## config.mk

```make
export PLATFORM = sky130hd
export DESIGN_NAME = dmac_xfer_engine
export DESIGN_NICKNAME = d
export VERILOG_FILES = /design/src/rtl/dmac_pkg.sv /design/src/rtl/dmac_xfer_buf.sv /design/src/rtl/dmac_xfer_engine.sv
export SDC_FILE = /design/constraint.sdc
export NUM_CORES = 1
export LEC_CHECK = 0
export CORE_ASPECT_RATIO = 0.75
export CORE_UTILIZATION = 56
export DETAILED_ROUTE_END_ITERATION = 10
export PLACE_DENSITY = 0.85
export SYNTH_ARGS = -nofsm -noshare
export SYNTH_HDL_FRONTEND = slang
export SYNTH_SLANG_ARGS = --single-unit
```

## constraint.sdc

```tcl
create_clock -name clk -period 8.2 [get_ports clk]
set_input_delay 2.46 -clock clk [delete_from_list [all_inputs] [get_ports clk]]
set_output_delay 2.46 -clock clk [all_outputs]
set_load 0.005 [all_outputs]
```

## src/rtl/dmac_pkg.sv

```systemverilog
// Shared types and constants for the DMA transfer engine.
// Chunk sizing helper keeps the buffer depth in one place.
package dmac_pkg;

    typedef enum logic [2:0] {
        IDLE,
        RD_ADDR,
        RD_DATA,
        WR_ADDR,
        WR_DATA,
        DONE
    } state_t;

    localparam logic [1:0]  HTRANS_IDLE   = 2'b00;
    localparam logic [1:0]  HTRANS_NONSEQ = 2'b10;
    localparam logic [2:0]  HSIZE_WORD    = 3'b010;
    localparam int unsigned BUF_DEPTH     = 4;
    localparam int unsigned PTR_W         = $clog2(BUF_DEPTH);
    localparam int unsigned CNT_W         = $clog2(BUF_DEPTH) + 1;

    function automatic logic [CNT_W-1:0] chunk_len_of(input logic [15:0] remaining);
        if (remaining >= 16'(BUF_DEPTH))
            return CNT_W'(BUF_DEPTH);
        else
            return remaining[CNT_W-1:0];
    endfunction

endpackage

```

## src/rtl/dmac_xfer_buf.sv

```systemverilog
// Chunk staging buffer: read data is pushed in order, then popped for writes.
// rd_data always presents the entry at the read pointer.
module dmac_xfer_buf
    import dmac_pkg::*;
(
    input  logic             clk,
    input  logic             rst,
    input  logic             clr,
    input  logic             wr_en,
    input  logic [31:0]      wr_data,
    input  logic             rd_en,
    output logic [31:0]      rd_data,
    output logic [CNT_W-1:0] count
);

    logic [31:0]      mem [BUF_DEPTH];
    logic [PTR_W-1:0] wr_ptr;
    logic [PTR_W-1:0] rd_ptr;

    always_ff @(posedge clk or negedge rst) begin
        if (!rst) begin
            wr_ptr <= '0;
            rd_ptr <= '0;
            count  <= '0;
            for (int unsigned i = 0; i < BUF_DEPTH; i++)
                mem[i] <= '0;
        end else if (clr) begin
            wr_ptr <= '0;
            rd_ptr <= '0;
            count  <= '0;
        end else begin
            if (wr_en) begin
                mem[wr_ptr] <= wr_data;
                wr_ptr      <= wr_ptr + 1'b1;
            end
            if (rd_en)
                rd_ptr <= rd_ptr + 1'b1;
            case ({wr_en, rd_en})
                2'b10:   count <= count + 1'b1;
                2'b01:   count <= count - 1'b1;
                default: count <= count;
            endcase
        end
    end

    assign rd_data = mem[rd_ptr];

endmodule

```

## src/rtl/dmac_xfer_engine.sv

```systemverilog
// Single-channel AHB memory-to-memory mover: reads up to four words into a
// staging buffer, then writes them out, repeating until the count is exhausted.
module dmac_xfer_engine
    import dmac_pkg::*;
(
    input  logic        clk,
    input  logic        rst,
    input  logic        Channel_en,
    input  logic [31:0] src_addr,
    input  logic [31:0] dst_addr,
    input  logic [15:0] xfer_cnt,
    input  logic        src_inc,
    input  logic        dst_inc,
    output logic [31:0] HADDR,
    output logic [1:0]  HTRANS,
    output logic        HWRITE,
    output logic [2:0]  HSIZE,
    output logic [31:0] HWDATA,
    input  logic [31:0] HRDATA,
    input  logic        HREADY,
    input  logic        HRESP,
    output logic        busy,
    output logic        irq,
    output logic        xfer_err
);

    state_t           state;
    logic [31:0]      src_ptr;
    logic [31:0]      dst_ptr;
    logic             s_inc;
    logic             d_inc;
    logic [15:0]      remaining;
    logic [CNT_W-1:0] chunk_cnt;

    logic [31:0]      src_step;
    logic [31:0]      dst_step;
    logic [15:0]      remaining_dec;
    logic             data_ok;
    logic             bus_err;
    logic             buf_wr;
    logic             buf_rd;
    logic             buf_clr;
    logic [31:0]      buf_rd_data;
    logic [CNT_W-1:0] buf_count;

    always_comb begin
        src_step      = s_inc ? src_ptr + 32'd4 : src_ptr;
        dst_step      = d_inc ? dst_ptr + 32'd4 : dst_ptr;
        remaining_dec = remaining - 16'd1;
        data_ok       = HREADY && !HRESP;
        bus_err       = HREADY && HRESP;
        buf_wr        = (state == RD_DATA) && data_ok;
        buf_rd        = (state == WR_DATA) && data_ok;
        buf_clr       = (state == IDLE) || (state == DONE);
    end

    assign HSIZE = HSIZE_WORD;

    dmac_xfer_buf u_buf (
        .clk     (clk),
        .rst     (rst),
        .clr     (buf_clr),
        .wr_en   (buf_wr),
        .wr_data (HRDATA),
        .rd_en   (buf_rd),
        .rd_data (buf_rd_data),
        .count   (buf_count)
    );

    // Bus outputs are registered alongside each transition, so they always
    // reflect the state being entered and the already-stepped address.
    always_ff @(posedge clk or negedge rst) begin
        if (!rst) begin
            state     <= IDLE;
            src_ptr   <= '0;
            dst_ptr   <= '0;
            s_inc     <= 1'b0;
            d_inc     <= 1'b0;
            remaining <= '0;
            chunk_cnt <= '0;
            HADDR     <= '0;
            HTRANS    <= HTRANS_IDLE;
            HWRITE    <= 1'b0;
            HWDATA    <= '0;
            busy      <= 1'b0;
            irq       <= 1'b0;
            xfer_err  <= 1'b0;
        end else begin
            irq <= 1'b0;
            case (state)
                IDLE: begin
                    if (Channel_en) begin
                        src_ptr   <= src_addr;
                        dst_ptr   <= dst_addr;
                        s_inc     <= src_inc;
                        d_inc     <= dst_inc;
                        remaining <= xfer_cnt;
                        chunk_cnt <= chunk_len_of(xfer_cnt);
                        xfer_err  <= 1'b0;
                        busy      <= 1'b1;
                        if (xfer_cnt == 16'd0) begin
                            state <= DONE;
                        end else begin
                            state  <= RD_ADDR;
                            HTRANS <= HTRANS_NONSEQ;
                            HWRITE <= 1'b0;
                            HADDR  <= src_addr;
                        end
                    end
                end
                RD_ADDR: begin
                    if (HREADY) begin
                        state  <= RD_DATA;
                        HTRANS <= HTRANS_IDLE;
                    end
                end
                RD_DATA: begin
                    if (bus_err) begin
                        xfer_err <= 1'b1;
                        state    <= DONE;
                        HTRANS   <= HTRANS_IDLE;
                        HWRITE   <= 1'b0;
                    end else if (HREADY) begin
                        src_ptr   <= src_step;
                        chunk_cnt <= chunk_cnt - 1'b1;
                        HTRANS    <= HTRANS_NONSEQ;
                        if (chunk_cnt == CNT_W'(1)) begin
                            state  <= WR_ADDR;
                            HWRITE <= 1'b1;
                            HADDR  <= dst_ptr;
                        end else begin
                            state <= RD_ADDR;
                            HADDR <= src_step;
                        end
                    end
                end
                WR_ADDR: begin
                    if (HREADY) begin
                        state  <= WR_DATA;
                        HTRANS <= HTRANS_IDLE;
                        HWDATA <= buf_rd_data;
                    end
                end
                WR_DATA: begin
                    if (bus_err) begin
                        xfer_err <= 1'b1;
                        state    <= DONE;
                        HTRANS   <= HTRANS_IDLE;
                        HWRITE   <= 1'b0;
                    end else if (HREADY) begin
                        dst_ptr   <= dst_step;
                        remaining <= remaining_dec;
                        // The buffer occupancy doubles as the write-side chunk count.
                        if (buf_count == CNT_W'(1)) begin
                            HWRITE <= 1'b0;
                            if (remaining_dec != 16'd0) begin
                                state     <= RD_ADDR;
                                chunk_cnt <= chunk_len_of(remaining_dec);
                                HTRANS    <= HTRANS_NONSEQ;
                                HADDR     <= src_ptr;
                            end else begin
                                state  <= DONE;
                                HTRANS <= HTRANS_IDLE;
                            end
                        end else begin
                            state  <= WR_ADDR;
                            HTRANS <= HTRANS_NONSEQ;
                            HADDR  <= dst_step;
                        end
                    end
                end
                DONE: begin
                    state     <= IDLE;
                    irq       <= 1'b1;
                    busy      <= 1'b0;
                    remaining <= '0;
                    chunk_cnt <= '0;
                    HTRANS    <= HTRANS_IDLE;
                    HWRITE    <= 1'b0;
                end
                default: begin
                    state  <= IDLE;
                    HTRANS <= HTRANS_IDLE;
                    HWRITE <= 1'b0;
                end
            endcase
        end
    end

endmodule

```

## Yosys cells after proc, flatten, opt, wreduce, memory -nomap -nowiden

Index checks and enable logic that the tools add are counted.

| storage, ports and cells | value |
|---|---|
| register bits after elaboration | 293 |
| logic and storage cells | 182 |
| input port bits | 119 |

| cells by class | value |
|---|---|
| reductions and logical operators | 35 |
| bitwise logic cells | 4 |
| muxes and demuxes | 83 |
| order comparisons | 5 |
| add/sub/neg operators | 8 |
| equality and inequality tests | 26 |

Operators by type and width:

| operator | number |
|---|---|
| two-way mux 32 bit | 20 |
| bitwise mux 128 bit | 1 |
| case mux 32 bit (2 select lines) | 2 |
| case mux 32 bit (3 select lines) | 1 |
| adder 32 x 3 -> 32 bit (second input constant) | 2 |
| binary-select mux 32 bit (select 2 bit) | 1 |
| demux 32 bit (select 2 bit) | 1 |
| two-way mux 3 bit | 20 |
| two-way mux 16 bit | 3 |
| case mux 16 bit (3 select lines) | 1 |
| greater-or-equal comparator 16 x 3 -> 1 bit (second input constant) | 2 |
| two-way mux 2 bit | 14 |
| logical NOT 16 bit | 1 |
| != test 2 bit (second input constant) | 8 |
| AND reduction 8 bit | 2 |
| nonzero test 16 bit | 1 |
| subtractor 16 x 1 -> 16 bit (second input constant) | 1 |
| case mux 3 bit (5 select lines) | 1 |
| two-way mux 1 bit | 12 |
| case mux 3 bit (4 select lines) | 1 |
| AND reduction 4 bit | 3 |
| nonzero test 2 bit | 6 |
| AND reduction 5 bit | 2 |
| == test 3 x 1 -> 1 bit (second input constant) | 3 |
| 28 further kinds | 52 |

## Longest topological paths before layout

| logic depth | value |
|---|---|
| depth after elaboration | 8 |
| mapped depth | 9 |

## Modules after synthesis

Synthesis repeated with hierarchy kept, for this count alone.

| unflattened totals | value |
|---|---|
| cell total of the unflattened synthesis | 1572 |
| area total of the unflattened synthesis | 16858.7 um2 |

By module, submodules not included:

| module | seq. area each (um2) | cells each | times used | area each (um2) |
|---|---|---|---|---|
| dmac_xfer_engine | 3928.8 | 1223 | 1 | 10482.6 |
| dmac_xfer_buf | 3378.2 | 349 | 1 | 6376.1 |

## Worst setup path after synthesis

No wires, ideal clock.

| path | value |
|---|---|
| path type | input -> register |
| start point | input HREADY |
| end point | register HADDR[25] |
| arrival time | 4.359 ns |
| setup slack | 3.716 ns |
| cell stages on the path | 8 |
| path through | clkbuf_1 > nor2b_1 > a21oi_1 > nor3_1 > nor2_1 > a211oi_4 > buf_6 > mux2_2 |

| on the way | value |
|---|---|
| word-level cells in the longest chain between the ends | 3 |
| elaborated cells on any way between the ends | 6 |
| classes of those cells | 4 x eq/ne; 2 x reduce/logical |

Ends and longest elaborated chain:

| element | line | text |
|---|---|---|
| start: declaration | dmac_xfer_engine.sv:20 | `input logic HREADY,` |
| logical AND 1 bit | dmac_xfer_engine.sv:51 | `bus_err = HREADY && HRESP;` |
| != test 2 bit (no line) | -- |  |
| AND reduction 8 bit (no line) * | -- |  |
| end signal: assignment | dmac_xfer_engine.sv:107 | `HADDR <= src_addr;` |
| end signal: assignment | dmac_xfer_engine.sv:130 | `HADDR <= dst_ptr;` |
| end signal: assignment | dmac_xfer_engine.sv:133 | `HADDR <= src_step;` |
| end: declaration | dmac_xfer_engine.sv:14 | `output logic [31:0] HADDR,` |

Every way passes the cells marked *; elsewhere a longest branch is shown, timed or not.
A chain may end at the register's enable or synchronous reset.

## Final worst setup path

| path | value |
|---|---|
| start point | input HREADY |
| end point | register HADDR[20] |

The elaborated chain is that of the path after synthesis.

==> results.json <==
{
  "finalClockSkew_ns": 0.0181,
  "viasPerCell": 6.61,
  "reg2reg_slack_ns": 4.24,
  "dp_cells": 2015,
  "clk_latency_ns": 0.58,
  "setup_slack_ns": 3.13,
  "peakVddDrop_mv": 0.218,
  "final_cell_mix": "291 x dfrtp_1, 192 x mux2_2, 186 x clkdlybuf4s50_1",
  "grt-ovfl-total": 0,
  "grt_first_pass_wirelength_um": 74800,
  "start_util": 0.571,
  "crit_slowest_cell": "clkdlybuf4s50_1",
  "syn_avg_cell_area_um2": 10.4,
  "place_area_um2": 18100,
  "fin_util": 0.680,
  "tightest_slew_ns": 1.19,
  "period_share": 0.618,
  "cts_tree": "yes",
  "finalSetupTns_ns": 0,
  "layout.cells.non_filler": 2068,
  "end_kind": "register",
  "fin_crit_ns": 5.07,
  "synthFlopType": "dfrtp_1",
  "synth.distinct_cells": 68,
  "synth.area.top_cells": "dfrtp_1 46%, mux2_2 13%, mux4_2 4.5%",
  "synth-async-reset-ratio": 1.00,
  "nets": 1793,
  "core_area_um2": 28100,
  "max_stage_delay_ns": 0.64,
  "grt_pass1_vias": 13332,
  "cp_common_cell": "buf_4",
  "fmax_mhz": 197,
  "hold_class": "register to register",
  "finalHoldViolCount": 0,
  "synth-edff-count": 0,
  "worst_hold_slack_ns": 0.502,
  "required_ns": 8.65,
  "cp_cell_sequence": "clkdlybuf4s50_1 -> nor2b_1 -> a21oi_1 -> nor3_2 -> buf_4 -> nor2_1 -> a211oi_4 -> buf_4 -> mux2_2",
  "cts_resized": 0,
  "cts_buffers": 29,
  "cts_root_buffer": "clkbuf_16",
  "routed_wl_um": 47600,
  "cts_max_level": 1,
  "path_delay_family": "buffers and inverters",
  "area_growth_pct": 19.1,
  "path_class": "input port to register",
  "clock-sinks": 292,
  "worst_setup_path_start_kind": "input port",
  "drc": 0,
  "synth_area_um2": 16100,
  "synth.ff_latch_count": 292,
  "drt_pass1_iterations": 6,
  "hpwl_um": 32100,
  "num_rows": 53,
  "preCtsSetupSlack_ns": 2.68,
  "gp_congestion": 0.976,
  "pin_count": 192,
  "drtIter0Drc": 1915,
  "postCtsHoldBufs": 0,
  "final_common_cell": "dfrtp_1",
  "grt_antenna_before_repair": 2,
  "dr_total_vias": 13667,
  "yosysWarnings": 0,
  "synth_cells": 1548,
  "io_buffers": 187,
  "grtUsageTotal": 0.327,
  "grt_max_degree": 172,
  "synth_top_area_frac": 0.455,
  "finalSetupViolations": 0,
  "fin_area_um2": 19100,
  "finalMaxSlewViolations": 0,
  "cts_setup_buffers": 0,
  "crit_fanout": 33,
  "grt_setup_unrepaired": "false",
  "wire_per_inst_um": 23.0,
  "leakagePower_nw": 8.09,
  "maxSlewHeadroom": 0.208,
  "clk_pin_slew_ns": 0.06,
  "ys_seq_area_frac": 0.455,
  "power_mw": 6.66,
  "yosysTopAreaCell": "dfrtp_1",
  "outcome": "finished, final reports clean",
  "drv_cap": 0,
  "arrival_ns": 5.52,
  "die_x_um": 198,
  "p_per_area_nw_per_um2": 348,
  "dieArea_um2": 29400,
  "layout-drive-gt1-share": 0.188,
  "drtAntennaViolNets": 0,
  "worst-path-buf-inv": 3,
  "die_h_um": 149,
  "clockBufferDepth": 3
}
final cells by class:
| cell class | instances | area (um2) |
|---|---|---|
| diodes | 1 | 2.50 |
| clock buffers | 41 | 841 |
| clock inverters | 11 | 179 |
| fillers | 2037 | 8980 |
| inverters | 38 | 143 |
| multi-input cells | 1094 | 8150 |
| flip-flops and latches | 292 | 7310 |
| well taps | 385 | 482 |
| repair buffers | 206 | 2030 |
power by group:
group | internal (mW) | total [mW] | switching [mW]
combinational | 1.29 | 2.60 | 1.31
clock | 0.842 | 1.43 | 0.584
sequential | 1.98 | 2.63 | 0.653
routing by layer:
layer,global-route usage,part of all wire
met1,0.458,0.41
met3,0.109,0.13
met5,0,0.00025
met2,0.486,0.44
met4,0.0915,0.027
final timing paths:
path / endpoint / startpoint / cells past startpoint
worst max-delay path: HADDR[20] / HREADY / 9
worst min-delay path: HWDATA[10] / HWDATA[10] / 1
worst max register to register: HADDR[11] / state[2] / 6
worst min register to register: HWDATA[10] / HWDATA[10] / 1
max in group asynchronous: u_buf.mem[92] / rst / 2
min in group asynchronous: HADDR[19] / rst / 1
registers in the layout, indices dropped and copies added (netlist names), 3 cells and up:
| register | cells |
|---|---|
| HADDR | 32 |
| HWDATA | 32 |
| chunk_cnt | 3 |
| dst_ptr | 32 |
| remaining | 16 |
| src_ptr | 32 |
| state | 3 |
| u_buf.count | 3 |
| u_buf.mem | 128 |
synth_stat cells, drive strengths merged (10+ instances only):
cell and count:
inv 38, o22ai 19, a222oi 10, buf 35, o211ai 13, mux2i 13, nor3 31, xnor2 14
nand3 36, o22a 15, a31oi 17, and3 16, xor2 20, nand2b 12, nand4 31, nand2 98
a22oi 21, nor2 100, o21ai 103, dfrtp 292, mux4 32, a22o 17, nor4 23, a21oi 128
clkbuf 91, or4 11, mux2 196, ha 13
logic make-up after synthesis:
logic type	count (synthesis)	share of synthesized area
AO/OA/AOI/OAI	410	0.162
AND/OR/NAND/NOR	392	0.121
flip-flops	292	0.455
multiplexers	241	0.191
buffers and inverters	164	0.0409
XOR/XNOR	34	0.0185
adder cells (fa/ha/maj)	13	0.0101
other	2	0.000468
Note: power is estimated with default switching activity, not from simulation.
